File: src/rtl/display_sequencer.sv
// Per-pixel colour generator: steps through NUM_MODES animated XOR/sum patterns.
// Optional beat-synchronised inversion flash is built when CROTCHET_FLASH_EN is defined.
module display_sequencer #(
    parameter int COLOUR_W     = 6,
    parameter int POS_W        = 10,
    parameter int FRAME_W      = 10,
    parameter int NUM_MODES    = 14,
    parameter int SHIFT2_BELOW = 4,
    parameter int SHIFT1_BELOW = 10,
    parameter int MODE0_COLOUR = 1,
    parameter int FLASH_FRAMES = 4
) (
    input  logic                clk,
    input  logic                rst,
    input  logic [POS_W-1:0]    x_pos,
    input  logic [POS_W-1:0]    y_pos,
    input  logic                hsync_in,
    input  logic                vsync_in,
    input  logic                blank_in,
    input  logic                next_frame,
    input  logic                phrase,
    input  logic                crotchet,
    output logic                hsync,
    output logic                vsync,
    output logic                blank,
    output logic [COLOUR_W-1:0] colour,
    output logic [3:0]          mode
);

    localparam int AW = ((POS_W > FRAME_W) ? POS_W : FRAME_W) + 1;

    logic [3:0]          r_mode;
    logic [FRAME_W-1:0]  r_frame;
    logic [1:0]          w_shift;
    logic [FRAME_W-1:0]  w_f;
    logic [AW-1:0]       w_x;
    logic [AW-1:0]       w_y;
    logic [AW-1:0]       w_fw;
    logic [AW-1:0]       w_sum;
    logic [COLOUR_W-1:0] w_pattern;
    logic                w_flash_active;

    // Phrase has priority: it resets the frame even when next_frame coincides.
    always_ff @(posedge clk or posedge rst) begin
        if (rst) begin
            r_mode  <= '0;
            r_frame <= '0;
        end else if (phrase) begin
            r_frame <= '0;
            r_mode  <= (r_mode == 4'(NUM_MODES - 1)) ? 4'd0 : r_mode + 4'd1;
        end else if (next_frame) begin
            r_frame <= r_frame + 1'b1;
        end
    end

    always_comb begin
        w_shift = 2'd0;
        if (32'(r_mode) < SHIFT2_BELOW)
            w_shift = 2'd2;
        else if (32'(r_mode) < SHIFT1_BELOW)
            w_shift = 2'd1;
    end

    assign w_f  = r_frame >> w_shift;
    assign w_x  = AW'(x_pos);
    assign w_y  = AW'(y_pos);
    assign w_fw = AW'(w_f);

    always_comb begin
        if (r_mode[0])
            w_sum = (w_x ^ w_y) + w_fw;
        else
            w_sum = w_x + w_y + w_fw;
    end

    assign w_pattern = (r_mode == 4'd0) ? COLOUR_W'(MODE0_COLOUR) : COLOUR_W'(w_sum);

`ifdef CROTCHET_FLASH_EN
    localparam logic [0:0] ST_IDLE  = 1'b0;
    localparam logic [0:0] ST_FLASH = 1'b1;

    logic [0:0] r_state;
    logic [7:0] r_flash_cnt;

    // A crotchet reload wins over a same-cycle next_frame decrement.
    always_ff @(posedge clk or posedge rst) begin
        if (rst) begin
            r_state     <= ST_IDLE;
            r_flash_cnt <= '0;
        end else if (r_state == ST_IDLE) begin
            if (crotchet) begin
                r_state     <= ST_FLASH;
                r_flash_cnt <= 8'(FLASH_FRAMES);
            end
        end else begin
            if (crotchet) begin
                r_flash_cnt <= 8'(FLASH_FRAMES);
            end else if (next_frame) begin
                r_flash_cnt <= r_flash_cnt - 8'd1;
                if (r_flash_cnt == 8'd1)
                    r_state <= ST_IDLE;
            end
        end
    end

    assign w_flash_active = (r_state == ST_FLASH) && (r_mode != 4'd0);
`else
    logic w_unused_crotchet;
    assign w_unused_crotchet = crotchet;
    assign w_flash_active    = 1'b0;
`endif

    always_ff @(posedge clk or posedge rst) begin
        if (rst) begin
            colour <= '0;
            hsync  <= 1'b0;
            vsync  <= 1'b0;
            blank  <= 1'b1;
        end else begin
            hsync <= hsync_in;
            vsync <= vsync_in;
            blank <= blank_in;
            if (blank_in)
                colour <= '0;
            else if (w_flash_active)
                colour <= ~w_pattern;
            else
                colour <= w_pattern;
        end
    end

    assign mode = r_mode;

endmodule
File: config.mk
export PLATFORM = sky130hd
export DESIGN_NAME = display_sequencer
export DESIGN_NICKNAME = d
export VERILOG_FILES = /design/src/rtl/display_sequencer.sv
export SDC_FILE = /design/constraint.sdc
export NUM_CORES = 1
export LEC_CHECK = 0
export CELL_PAD_IN_SITES_DETAIL_PLACEMENT = 1
export CELL_PAD_IN_SITES_GLOBAL_PLACEMENT = 1
export CORE_MARGIN = 2
export CORE_UTILIZATION = 37
export DETAILED_ROUTE_END_ITERATION = 7
export HOLD_SLACK_MARGIN = 0.05
export PLACE_DENSITY = 0.78
export SLEW_MARGIN = 25
export SYNTH_ARGS = -nofsm -noshare
export SYNTH_HDL_FRONTEND = slang
export SYNTH_SLANG_ARGS = --single-unit
export TNS_END_PERCENT = 1
File: constraint.sdc
create_clock -name clk -period 4.1 [get_ports clk]
set_input_delay 0.82 -clock clk [delete_from_list [all_inputs] [get_ports clk]]
set_output_delay 0.82 -clock clk [all_outputs]
set_load 0.02 [all_outputs]
== Yosys cells after proc, flatten, opt, wreduce, memory -nomap -nowiden ==
Index checks and enable logic that the tools add are counted.

* Add/subtract/negate cells: 5
* Multipliers: 0
* Divide/modulo/power cells: 0
* $lt $le $gt $ge: 2
* Eq/ne operators: 1
* Shift-type cells: 1
* Mux-type cells: 8
* Bitwise logic cells: 1
* Reduce and logical (&&, ||, !) cells: 2

{| class="wikitable"
|+ Operator list
! cell !! count
|-
| 2-to-1 mux 10 bit || 2
|-
| adder 6 bit || 3
|-
| 2-to-1 mux 6 bit || 3
|-
| adder 10 x 1 -> 10 bit (second input constant) || 1
|-
| right shift 10 x 2 -> 6 bit || 1
|-
| bitwise XOR 6 bit || 1
|-
| adder 4 x 1 -> 4 bit (second input constant) || 1
|-
| equality test 4 bit (second input constant) || 1
|-
| logical NOT 4 bit || 1
|-
| less-than comparator 4 x 3 -> 1 bit (second input constant) || 1
|-
| less-than comparator 4 bit (second input constant) || 1
|-
| 2-to-1 mux 4 bit || 1
|-
| 2-to-1 mux 2 bit || 1
|-
| nonzero test 2 bit || 1
|-
| 2-to-1 mux 1 bit || 1
|}

* Register bits after elaboration: 23
* Bits in latches: 0
* RAM bits: 0
* Bits in read-only memories: 0
* Input port bits: 28
* Output and inout port bits: 13
* Word-level logic and storage cells: 26
* Memories: 0

== Longest topological paths before layout ==
Gate-level depths: netlist of run 1.

* Depth after elaboration: 8
* Depth in mapped cells: 14
* Gate-level depth less buffers: 13

== Least setup slack after synthesis of run 1 ==
OpenSTA, ideal clock, no wires.

* Path kind: register to register
* From: register r_mode[1], in the netlist mode[1]
* To: register colour[5]
* Library setup time: 0.122 ns
* Data arrival time: 3.341 ns
* Slack: 0.637 ns
* Cell stages (with the launch flop): 13
* Cells stage by stage: dfrtp_1 > buf_2 > nor2_1 > mux2i_1 > a21oi_1 > fa_1 > ha_1 > fa_1 > a21o_1 > a21oi_1 > mux2i_1 > nand3_1 > nor3b_2

* Word-level cells in the longest chain between the ends: 8
* Elaborated cells on any way between the ends: 11

{| class="wikitable"
|+ Ends and longest elaborated chain
! what !! line !! text
|-
| from (decl) || 32 || <nowiki>logic [3:0] r_mode;</nowiki>
|-
| from (signal assigned) || 50 || <nowiki>r_mode <= (r_mode == 4'(NUM_MODES - 1)) ? 4'd0 : r_mode + 4'd1;</nowiki>
|-
| less-than comparator 4 bit || 60 || <nowiki>else if (32'(r_mode) < SHIFT1_BELOW)</nowiki>
|-
| 2-to-1 mux 1 bit || 60 ||
|-
| 2-to-1 mux 2 bit || 58 || <nowiki>if (32'(r_mode) < SHIFT2_BELOW)</nowiki>
|-
| right shift 10 x 2 -> 6 bit || 64 || <nowiki>assign w_f = r_frame >> w_shift;</nowiki>
|-
| adder 6 bit, on equally long branches || 73, 71 ||
|-
| 2-to-1 mux 6 bit || 70 || <nowiki>if (r_mode[0])</nowiki>
|-
| 2-to-1 mux 6 bit (*) || 76 || <nowiki>assign w_pattern = (r_mode == 4'd0) ? COLOUR_W'(MODE0_COLOUR) : COLOUR_W'(w_sum);</nowiki>
|-
| 2-to-1 mux 6 bit (*) || 123 || <nowiki>if (blank_in)</nowiki>
|-
| to (signal assigned) || 126 || <nowiki>colour <= ~w_pattern;</nowiki>
|-
| to (signal assigned) || 128 || <nowiki>colour <= w_pattern;</nowiki>
|-
| to (decl) || 26 || <nowiki>output logic [COLOUR_W-1:0] colour,</nowiki>
|}

Every way passes the cells marked *; elsewhere a longest branch is shown, timed or not.
A chain may end at the register's enable or synchronous reset.

== Worst setup path in the final report of run 1 ==
* From: register r_mode[2], in the netlist mode[2]
* To: register colour[5]

Same word-level chain as after synthesis.

==> flow_summary.json, run 1 <==
{
  "grt_pass1_wl_um": 6420,
  "viasPerCell": 5.12,
  "cts_setup_buffers": 0,
  "finalSetupViolCount": 0,
  "initial_core_util_pct": 38.0,
  "coreArea_um2": 4290,
  "power.density_nw_per_um2": 593,
  "setup_tns_ns": 0,
  "worst_pin_slew_ns": 0.832,
  "layout_common_cells": "31 x clkdlybuf4s50_1, 20 x dfrtp_1, 16 x nor2_1, 16 x inv_1, 15 x ha_1",
  "syn_area_um2": 1630,
  "synth_top_area_share_pct": 30.7,
  "comb_power_share_pct": 58.9,
  "seqPwrFrac_pct": 29.6,
  "crit_fanout": 20,
  "worstPathRequired_ns": 4.26,
  "rows": 24,
  "synth_top_cell_by_area": "dfrtp_1",
  "die_x_um": 70.4,
  "synth_edf_count": 0,
  "track_usage_pct": 16.4,
  "avgSynthCellArea_um2": 9.43,
  "yosysWarnings": 0,
  "cp-start-kind": "flop",
  "status": "finished clean",
  "mostFrequentLayoutCell": "clkdlybuf4s50_1",
  "hold_violations": 0,
  "cts-root-buf": "clkbuf_8",
  "sw_frac_of_total_pct": 44.1,
  "synth_cell_types": 34,
  "num_vias": 1279,
  "grt_setup_unrepaired": "false",
  "dieArea_um2": 4960,
  "crit_type": "reg2reg",
  "clock_sinks": 21,
  "insertion_delay_ns": 0.26,
  "ant_nets": 0,
  "reg2reg_from": "mode[2]$_DFFE_PP0P_",
  "drv_cap": 0,
  "p_int_mw": 0.665,
  "leakage_nw": 0.912,
  "routed_wl_um": 3630,
  "crit_start": "mode[2]$_DFFE_PP0P_",
  "worst_clock_skew_ns": 0.00174,
  "worstHoldStart": "r_frame[7]$_DFFE_PP0P_",
  "grt_antenna_before_repair": 0,
  "final_max_slew_viol_count": 0,
  "synthArstFlopShare_pct": 100,
  "synth_flop_cell": "dfrtp_1",
  "timing.slew.headroom_pct": 44.5,
  "drt-wirelength-per-cell_um": 14.5,
  "p_sw_mw": 0.525,
  "synth-seq-cells": 21,
  "cts_tree": "yes",
  "antenna_cells": 0,
  "grt_max_degree": 22,
  "cp.arrival_ns": 3.85,
  "holdBufCountCts": 0,
  "port_buffers": 31,
  "irDropWorstVdd_v": 0.000199,
  "drt_iter0_drc": 56,
  "cts_max_path_buffers": 2,
  "path_clk_slew_ns": 0.07,
  "finalNetCount": 249,
  "grt_overflow_total": 0,
  "endpoint_kind": "flop",
  "die_h_um": 70.4,
  "drcViolationCount": 0,
  "first_pass_iters": 4,
  "dp_hpwl_um": 2870,
  "grt_pass1_vias": 1405,
  "syn_nets": 223,
  "cts_resized": 0,
  "yosysSeqAreaShare_pct": 32.3,
  "drive_gt1_share_pct": 6.57,
  "min_period_ns": 3.69,
  "hold_class": "reg2reg",
  "syn_to_final_growth_pct": 23.0,
  "fmax_mhz": 271,
  "ys_top_cells_by_area": "dfrtp_1 31%, ha_1 12%, fa_1 8.6%",
  "finalPower_mw": 1.19,
  "gp_congestion": 0.765,
  "clockPowerShare_pct": 11.5,
  "htreeDepth": 1,
  "period_share_pct": 90.0,
  "ios": 41,
  "numCtsBuffers": 3,
  "hold_slack_ns": 0.557,
  "synthCells": 173
}
## routing by layer
layer / vias to the layer above / part of all wire, % / GRT usage (%)
li1: 624 / - / -
met1: 627 / 44 / 20.2
met2: 21 / 51 / 28.2
met3: 7 / 2.1 / 1.59
met4: 0 / 2.7 / 8.76
met5: - / 0 / 0
## stage by stage
step / area [um2] / instances / setup WS (ns) / util (%)
after detailed placement: 1960 / 246 / 0.394 / 45.7
after global placement: 1960 / 246 / 0.542 / 45.7
after floorplan: 1630 / 173 / 0.637 / -
final: 2010 / 250 / 0.409 / 46.7
after global routing: 2010 / 250 / 0.0962 / 46.7
after CTS: 2010 / 250 / 0.361 / 46.7
## worst max-delay path, cell delays in order (launching register included)
cell and delay (ns):
dfrtp_1 0.74, nor2_1 0.17, mux2i_1 0.15, a21oi_1 0.35
fa_1 0.52, ha_1 0.26, fa_1 0.48, a21o_1 0.20
a21oi_1 0.17, mux2i_1 0.29, nand3_1 0.10, nor3b_2 0.16
## cell usage after synthesis (7+ instances only)
| cell | number |
|---|---|
| dfrtp_1 | 20 |
| inv_1 | 16 |
| nor2_1 | 16 |
| ha_1 | 15 |
| a21oi_1 | 10 |
| o21ai_0 | 10 |
| fa_1 | 7 |
| nand2_1 | 7 |
## final cells by class
class,count,area [um2]
fill,497,2290
multi-input combinational,125,992
sequential,21,527
timing repair buffer,32,318
tap,52,65.1
inverter,16,60.1
clock buffer,4,45.0
## power by group through the flow
| stage | Sequential, mW | Combinational [mW] | Clock (mW) |
|---|---|---|---|
| 3_3_place_gp | 0.348 | 0.670 | 0 |
| 2_1_floorplan | 0.334 | 0.512 | 0 |
| 3_5_place_dp | 0.357 | 0.706 | 0 |
| 6_report | 0.352 | 0.701 | 0.137 |
| 4_1_cts | 0.352 | 0.710 | 0.144 |
| 5_1_grt | 0.365 | 0.787 | 0.153 |
## flip-flops by register name, indices dropped and copies added, names as in the netlist
signal,flops
blank,1
vsync,1
mode,4
hsync,1
r_frame,8
colour,6
## path summary, 6_finish.rpt
path                            cells past startpoint                     end  slack, ns
worst min register to register                      2  r_frame[7]$_DFFE_PP0P_       0.56
max in group asynchronous                           2     colour[2]$_DFF_PP0_       2.57
worst max-delay path                               11     colour[5]$_DFF_PP0_       0.41
min in group asynchronous                           2         vsync$_DFF_PP0_       1.02
worst max register to register                     11     colour[5]$_DFF_PP0_       0.41
worst min-delay path                                2  r_frame[7]$_DFFE_PP0P_       0.56
## logic make-up (layout without fill, tap and decap cells)
kind of cell               Yosys count  after routing  share of synthesized area, %
xor gates and xnor gates            12             12                          6.44
AOI/OAI and AO/OA                   34             34                          13.0
and+or+nand+nor                     47             47                          14.8
buffers and inverters               27             52                          6.90
DFF                                 21             21                          32.3
muxes                               10             10                          6.44
adders and majority gates           22             22                          20.1
No activity file was read; power rests on OpenSTA's default activity.
==> inputs of run 2 (changes only) <==
Settings changed: PLACE_DENSITY 0.78 to default, PLACE_DENSITY_LB_ADDON from default to 0.1.
==> run 2 against run 1 <==
Via count increased by 3.1%. Total power increased by 2.1%. Sequential power decreased by 12%. Utilization increased by 0.55 points. Non-clock buffer count increased by 3. Global-route usage decreased by 0.17 points. Critical path depth unchanged. Fmax increased by 8.1%. Critical endpoint unchanged. Final area increased by 1.2%. Worst setup slack improved by 0.28 ns. Routed wire length increased by 2.3%. Clock power increased by 3%.
==> flow_summary.json, run 2 (synthesis gave the netlist of run 1 again) <==
{
  "status": "finished clean",
  "reg2reg_depth": 11,
  "worstPathRequired_ns": 4.26,
  "coreArea_um2": 4290,
  "path_clk_slew_ns": 0.09,
  "cts-root-buf": "clkbuf_8",
  "viasPerCell": 5.21,
  "endpoint_kind": "flop",
  "grt_pass1_wl_um": 6370,
  "setup_tns_ns": 0,
  "port_buffers": 31,
  "first_pass_iters": 4,
  "reg2reg_setup_slack_ns": 0.69,
  "layout_common_cells": "31 x clkdlybuf4s50_1, 20 x dfrtp_1, 16 x nor2_1, 16 x inv_1, 15 x ha_1",
  "cts_tree": "yes",
  "cp.arrival_ns": 3.58,
  "critPathSlowestCell": "fa_1",
  "min_period_ns": 3.41,
  "worst_slack_ns": 0.687,
  "num_vias": 1319,
  "rows": 24,
  "initial_core_util_pct": 38.0,
  "syn_to_final_growth_pct": 24.5,
  "holdBufCountCts": 0,
  "finalPower_mw": 1.22,
  "top_register": "r_frame",
  "grt_antenna_before_repair": 0,
  "preCtsSetupSlack_ns": 0.506,
  "nFillCells": 509,
  "fmax_mhz": 293,
  "grt_setup_unrepaired": "false",
  "die_h_um": 70.4,
  "period_share_pct": 83.2,
  "power.density_nw_per_um2": 598,
  "critPathMaxStageDelay_ns": 0.51,
  "cp-start-kind": "flop",
  "timing.slew.headroom_pct": 44.7,
  "numCtsBuffers": 3,
  "crit_fanout": 9,
  "mostFrequentLayoutCell": "clkdlybuf4s50_1",
  "drt-wirelength-per-cell_um": 14.7,
  "drive_gt1_share_pct": 8.46,
  "finalNetCount": 252,
  "cts_setup_buffers": 0,
  "antenna_cells": 0,
  "routed_wl_um": 3710,
  "die_x_um": 70.4,
  "worst_clock_skew_ns": 0.0123,
  "grt_pass1_vias": 1385,
  "crit_type": "reg2reg",
  "leakage_nw": 0.930,
  "grt_max_degree": 22,
  "drt_iter0_drc": 28,
  "htreeDepth": 1,
  "largest_reg_flops": 8,
  "worst_pin_slew_ns": 0.829,
  "drcViolationCount": 0,
  "final_max_slew_viol_count": 0,
  "grt_overflow_total": 0,
  "worstHoldStart": "r_frame[7]$_DFFE_PP0P_",
  "insertion_delay_ns": 0.27,
  "timing.rr.end": "colour[5]$_DFF_PP0_",
  "dp_hpwl_um": 3020,
  "reg2reg_from": "mode[2]$_DFFE_PP0P_",
  "crit_chain": "nor2_1 -> mux2i_1 -> a21oi_1 -> fa_1 -> ha_1 -> fa_1 -> a21o_1 -> a21oi_1 -> mux2i_1 -> nand3_1 -> nor3b_2",
  "clock_sinks": 21,
  "track_usage_pct": 16.3,
  "hold_end": "r_frame[7]$_DFFE_PP0P_",
  "finalSetupViolCount": 0,
  "hold_violations": 0,
  "cts_resized": 0,
  "ios": 41,
  "drv_cap": 0,
  "holdPathStages": 2,
  "cts_max_path_buffers": 2,
  "irDropWorstVdd_v": 0.000231,
  "gp_congestion": 0.820,
  "dieArea_um2": 4960,
  "hold_class": "reg2reg",
  "ant_nets": 0
}
==> run 2: how the worst max path moves through the flow <==
| stage | from | slack, ns | cells after the start | endpoint |
|---|---|---|---|---|
| floorplan | mode[1]$_DFFE_PP0P_ | 0.64 | 12 | colour[5]$_DFF_PP0_ |
| global placement | x_pos[1] | 0.55 | 9 | colour[5]$_DFF_PP0_ |
| detailed placement | x_pos[1] | 0.51 | 9 | colour[5]$_DFF_PP0_ |
| CTS | mode[2]$_DFFE_PP0P_ | 0.65 | 11 | colour[5]$_DFF_PP0_ |
| global route | mode[2]$_DFFE_PP0P_ | 0.44 | 11 | colour[5]$_DFF_PP0_ |
| finish | mode[2]$_DFFE_PP0P_ | 0.69 | 11 | colour[5]$_DFF_PP0_ |
==> run 2: per-layer routing <==
metal | up-vias | GRT usage [%] | wire (um)
met1 | 670 | 18.0 | 1530
met3 | 5 | 1.73 | 49
met4 | 0 | 6.41 | 65
met2 | 12 | 31.2 | 2070
li1 | 632 | - | -
met5 | - | 0 | 0
==> run 2: critical path, delay by kind of cell, from the launching register on <==
family / cells / cell delay, ns
DFF: 1 / 0.49
and+or+nand+nor: 3 / 0.45
adders and majority gates: 3 / 1.23
AOI/OAI and AO/OA: 3 / 0.74
muxes: 2 / 0.38
==> run 2: layout make-up <==
cell class | count | area [um2] | share of cell area [%]
multi-input combinational | 125 | 992 | 48.9
inverter | 16 | 60.1 | 2.96
sequential | 21 | 527 | 25.9
tap | 52 | 65.1 | 3.20
timing repair buffer | 35 | 340 | 16.8
clock buffer | 3 | 41.3 | 2.03
clock inverter | 1 | 5.00 | 0.246
==> run 2: power by group <==
group          internal, mW  leakage, nW  switching [mW]
sequential            0.253        0.270          0.0577
clock                0.0678       0.0255          0.0731
combinational         0.362        0.634           0.401
total                 0.683        0.930           0.532
==> run 2: stage by stage <==
| step | std cells | cell area [um2] | hold WS (ns) | util, % |
|---|---|---|---|---|
| after global routing | 253 | 2030 | 0.611 | 47.3 |
| final | 253 | 2030 | 0.584 | 47.3 |
| after floorplan | 173 | 1630 | 0.518 | - |
| after global placement | 249 | 1980 | 0.557 | 46.2 |
| after detailed placement | 249 | 1980 | 0.578 | 46.2 |
| after CTS | 253 | 2030 | 0.590 | 47.3 |
==> inputs of run 3 (changes only) <==
Clock period 4.1 ns to 3.4 ns, I/O delays scaled along.
==> run 3 against run 2 <==
Clock power up 23%. Fmax is 7.0% higher. Sequential cell count is the same.
==> flow_summary.json, run 3 (synthesis gave the netlist of run 1 again) <==
{
  "reg2reg_from": "mode[2]$_DFFE_PP0P_",
  "htreeDepth": 1,
  "min_period_ns": 3.19,
  "worst_clock_skew_ns": 0.00161,
  "largest_reg_flops": 8,
  "crit_start": "mode[2]$_DFFE_PP0P_",
  "gp_congestion": 0.752,
  "insertion_delay_ns": 0.27,
  "holdBufCountCts": 0,
  "hold_slack_ns": 0.596,
  "use_met2_pct": 32.2,
  "syn_to_final_growth_pct": 27.5,
  "period_share_pct": 93.8,
  "timing.rr.end": "colour[5]$_DFF_PP0_",
  "p_int_mw": 0.858,
  "fmax_mhz": 314,
  "irDropWorstVdd_v": 0.000276,
  "grt_setup_unrepaired": "false",
  "drv_cap": 0,
  "p_sw_mw": 0.661,
  "track_usage_pct": 17.2,
  "rows": 24,
  "final_max_slew_viol_count": 0,
  "critPathMaxStageDelay_ns": 0.48,
  "reg2reg_depth": 12,
  "finalNetCount": 256,
  "routed_wl_um": 3900,
  "dieArea_um2": 4960,
  "leakage_nw": 0.949,
  "path_delay_family": "adder cells",
  "ant_nets": 0,
  "initial_core_util_pct": 38.0,
  "die_h_um": 70.4,
  "grt_max_degree": 22,
  "finalPower_mw": 1.52,
  "use_met3_pct": 2.60,
  "first_pass_iters": 4,
  "clockPowerShare_pct": 11.4,
  "cts_max_path_buffers": 2,
  "drt_iter0_drc": 39,
  "cp.arrival_ns": 3.35,
  "worst_slack_ns": 0.211,
  "sw_frac_of_total_pct": 43.5,
  "seqPwrFrac_pct": 25.4,
  "holdPathStages": 2,
  "power.density_nw_per_um2": 730,
  "layout_common_cells": "31 x clkdlybuf4s50_1, 19 x dfrtp_1, 16 x inv_1",
  "top_usage_layer": "met2",
  "die_x_um": 70.4,
  "ios": 41,
  "grtUsageMet1_pct": 19.4,
  "hold_class": "reg2reg",
  "crit_chain": "nor2_4 -> buf_4 -> mux2i_1 -> a21oi_1 -> fa_1 -> ha_1 -> fa_1 -> a21o_1 -> a21oi_2 -> mux2i_1 -> nand3_1 -> nor3b_2",
  "clock_sinks": 21,
  "worstPathRequired_ns": 3.56,
  "cts_tree": "yes",
  "grt_pass1_vias": 1468,
  "num_vias": 1327,
  "crit_buf_inv": 1,
  "drt-wirelength-per-cell_um": 15.2,
  "worstHoldStart": "r_frame[7]$_DFFE_PP0P_",
  "dp_hpwl_um": 3090,
  "status": "finished clean",
  "crit_type": "reg2reg",
  "reg2reg_setup_slack_ns": 0.21,
  "drive_gt1_share_pct": 12.7,
  "hold_end": "r_frame[7]$_DFFE_PP0P_",
  "timing.slew.headroom_pct": 44.8,
  "cts-root-buf": "clkbuf_8",
  "port_buffers": 31,
  "finalSetupViolCount": 0,
  "viasPerCell": 5.16,
  "worst_pin_slew_ns": 0.827,
  "critPathSlowestCell": "dfrtp_2",
  "grt_antenna_before_repair": 0,
  "top_register": "r_frame",
  "grt_overflow_total": 0,
  "antenna_cells": 0,
  "coreArea_um2": 4290,
  "grt_pass1_wl_um": 6710,
  "endpoint_kind": "flop",
  "crit_fanout": 8,
  "mostFrequentLayoutCell": "clkdlybuf4s50_1",
  "numCtsBuffers": 3,
  "hold_violations": 0,
  "comb_power_share_pct": 63.2,
  "path_clk_slew_ns": 0.08,
  "preCtsSetupSlack_ns": -0.0140,
  "cp-start-kind": "flop",
  "drcViolationCount": 0
}
run 3: per-stage QoR:
stage               area (um2)  util, %  setup TNS [ns]  std cells
floorplan                 1630        -               0        173
global placement          2020     47.0               0        253
detailed placement        2020     47.0         -0.0140        253
CTS                       2060     48.0               0        257
global route              2080     48.5               0        257
finish                    2080     48.5               0        257
run 3: worst max-delay path by stage:
stage | to | depth (start not counted)
after floorplan | colour[5]$_DFF_PP0_ | 12
after detailed placement | colour[5]$_DFF_PP0_ | 9
after CTS | colour[5]$_DFF_PP0_ | 11
after global routing | colour[5]$_DFF_PP0_ | 12
after global placement | colour[5]$_DFF_PP0_ | 9
final | colour[5]$_DFF_PP0_ | 12
run 3: repair_timing:
action,4_1_cts,5_1_grt
setup endpoints to repair,0,1
setup buffers,0,0
gates resized for setup,0,5
run 3: layout make-up:
class,count,area (um2)
fillers,496,2210
multi-input cells,125,1010
flip-flops and latches,21,528
repair buffers,39,370
well taps,52,65.1
inverters,16,60.1
clock buffers,3,41.3
clock inverters,1,5.00
run 3: power by group through the flow:
stage | clock (mW) | sequential [mW] | combinational, mW
floorplan | 0 | 0.403 | 0.621
global placement | 0 | 0.379 | 0.914
detailed placement | 0 | 0.383 | 0.959
CTS | 0.177 | 0.379 | 0.964
global route | 0.185 | 0.398 | 1.07
finish | 0.173 | 0.386 | 0.961
run 3: worst min-delay path, stage by stage (launching register included):
cell and delay, ns:
dfrtp_1 0.38, or3_1 0.12, a21oi_1 0.06
run 3: layer usage:
layer | vias up | wire, um | part of all wire (%)
met5 | - | 0 | 0
met4 | 0 | 62 | 1.6
met3 | 5 | 62 | 1.6
met2 | 16 | 2240 | 57
met1 | 667 | 1540 | 39
li1 | 639 | - | -
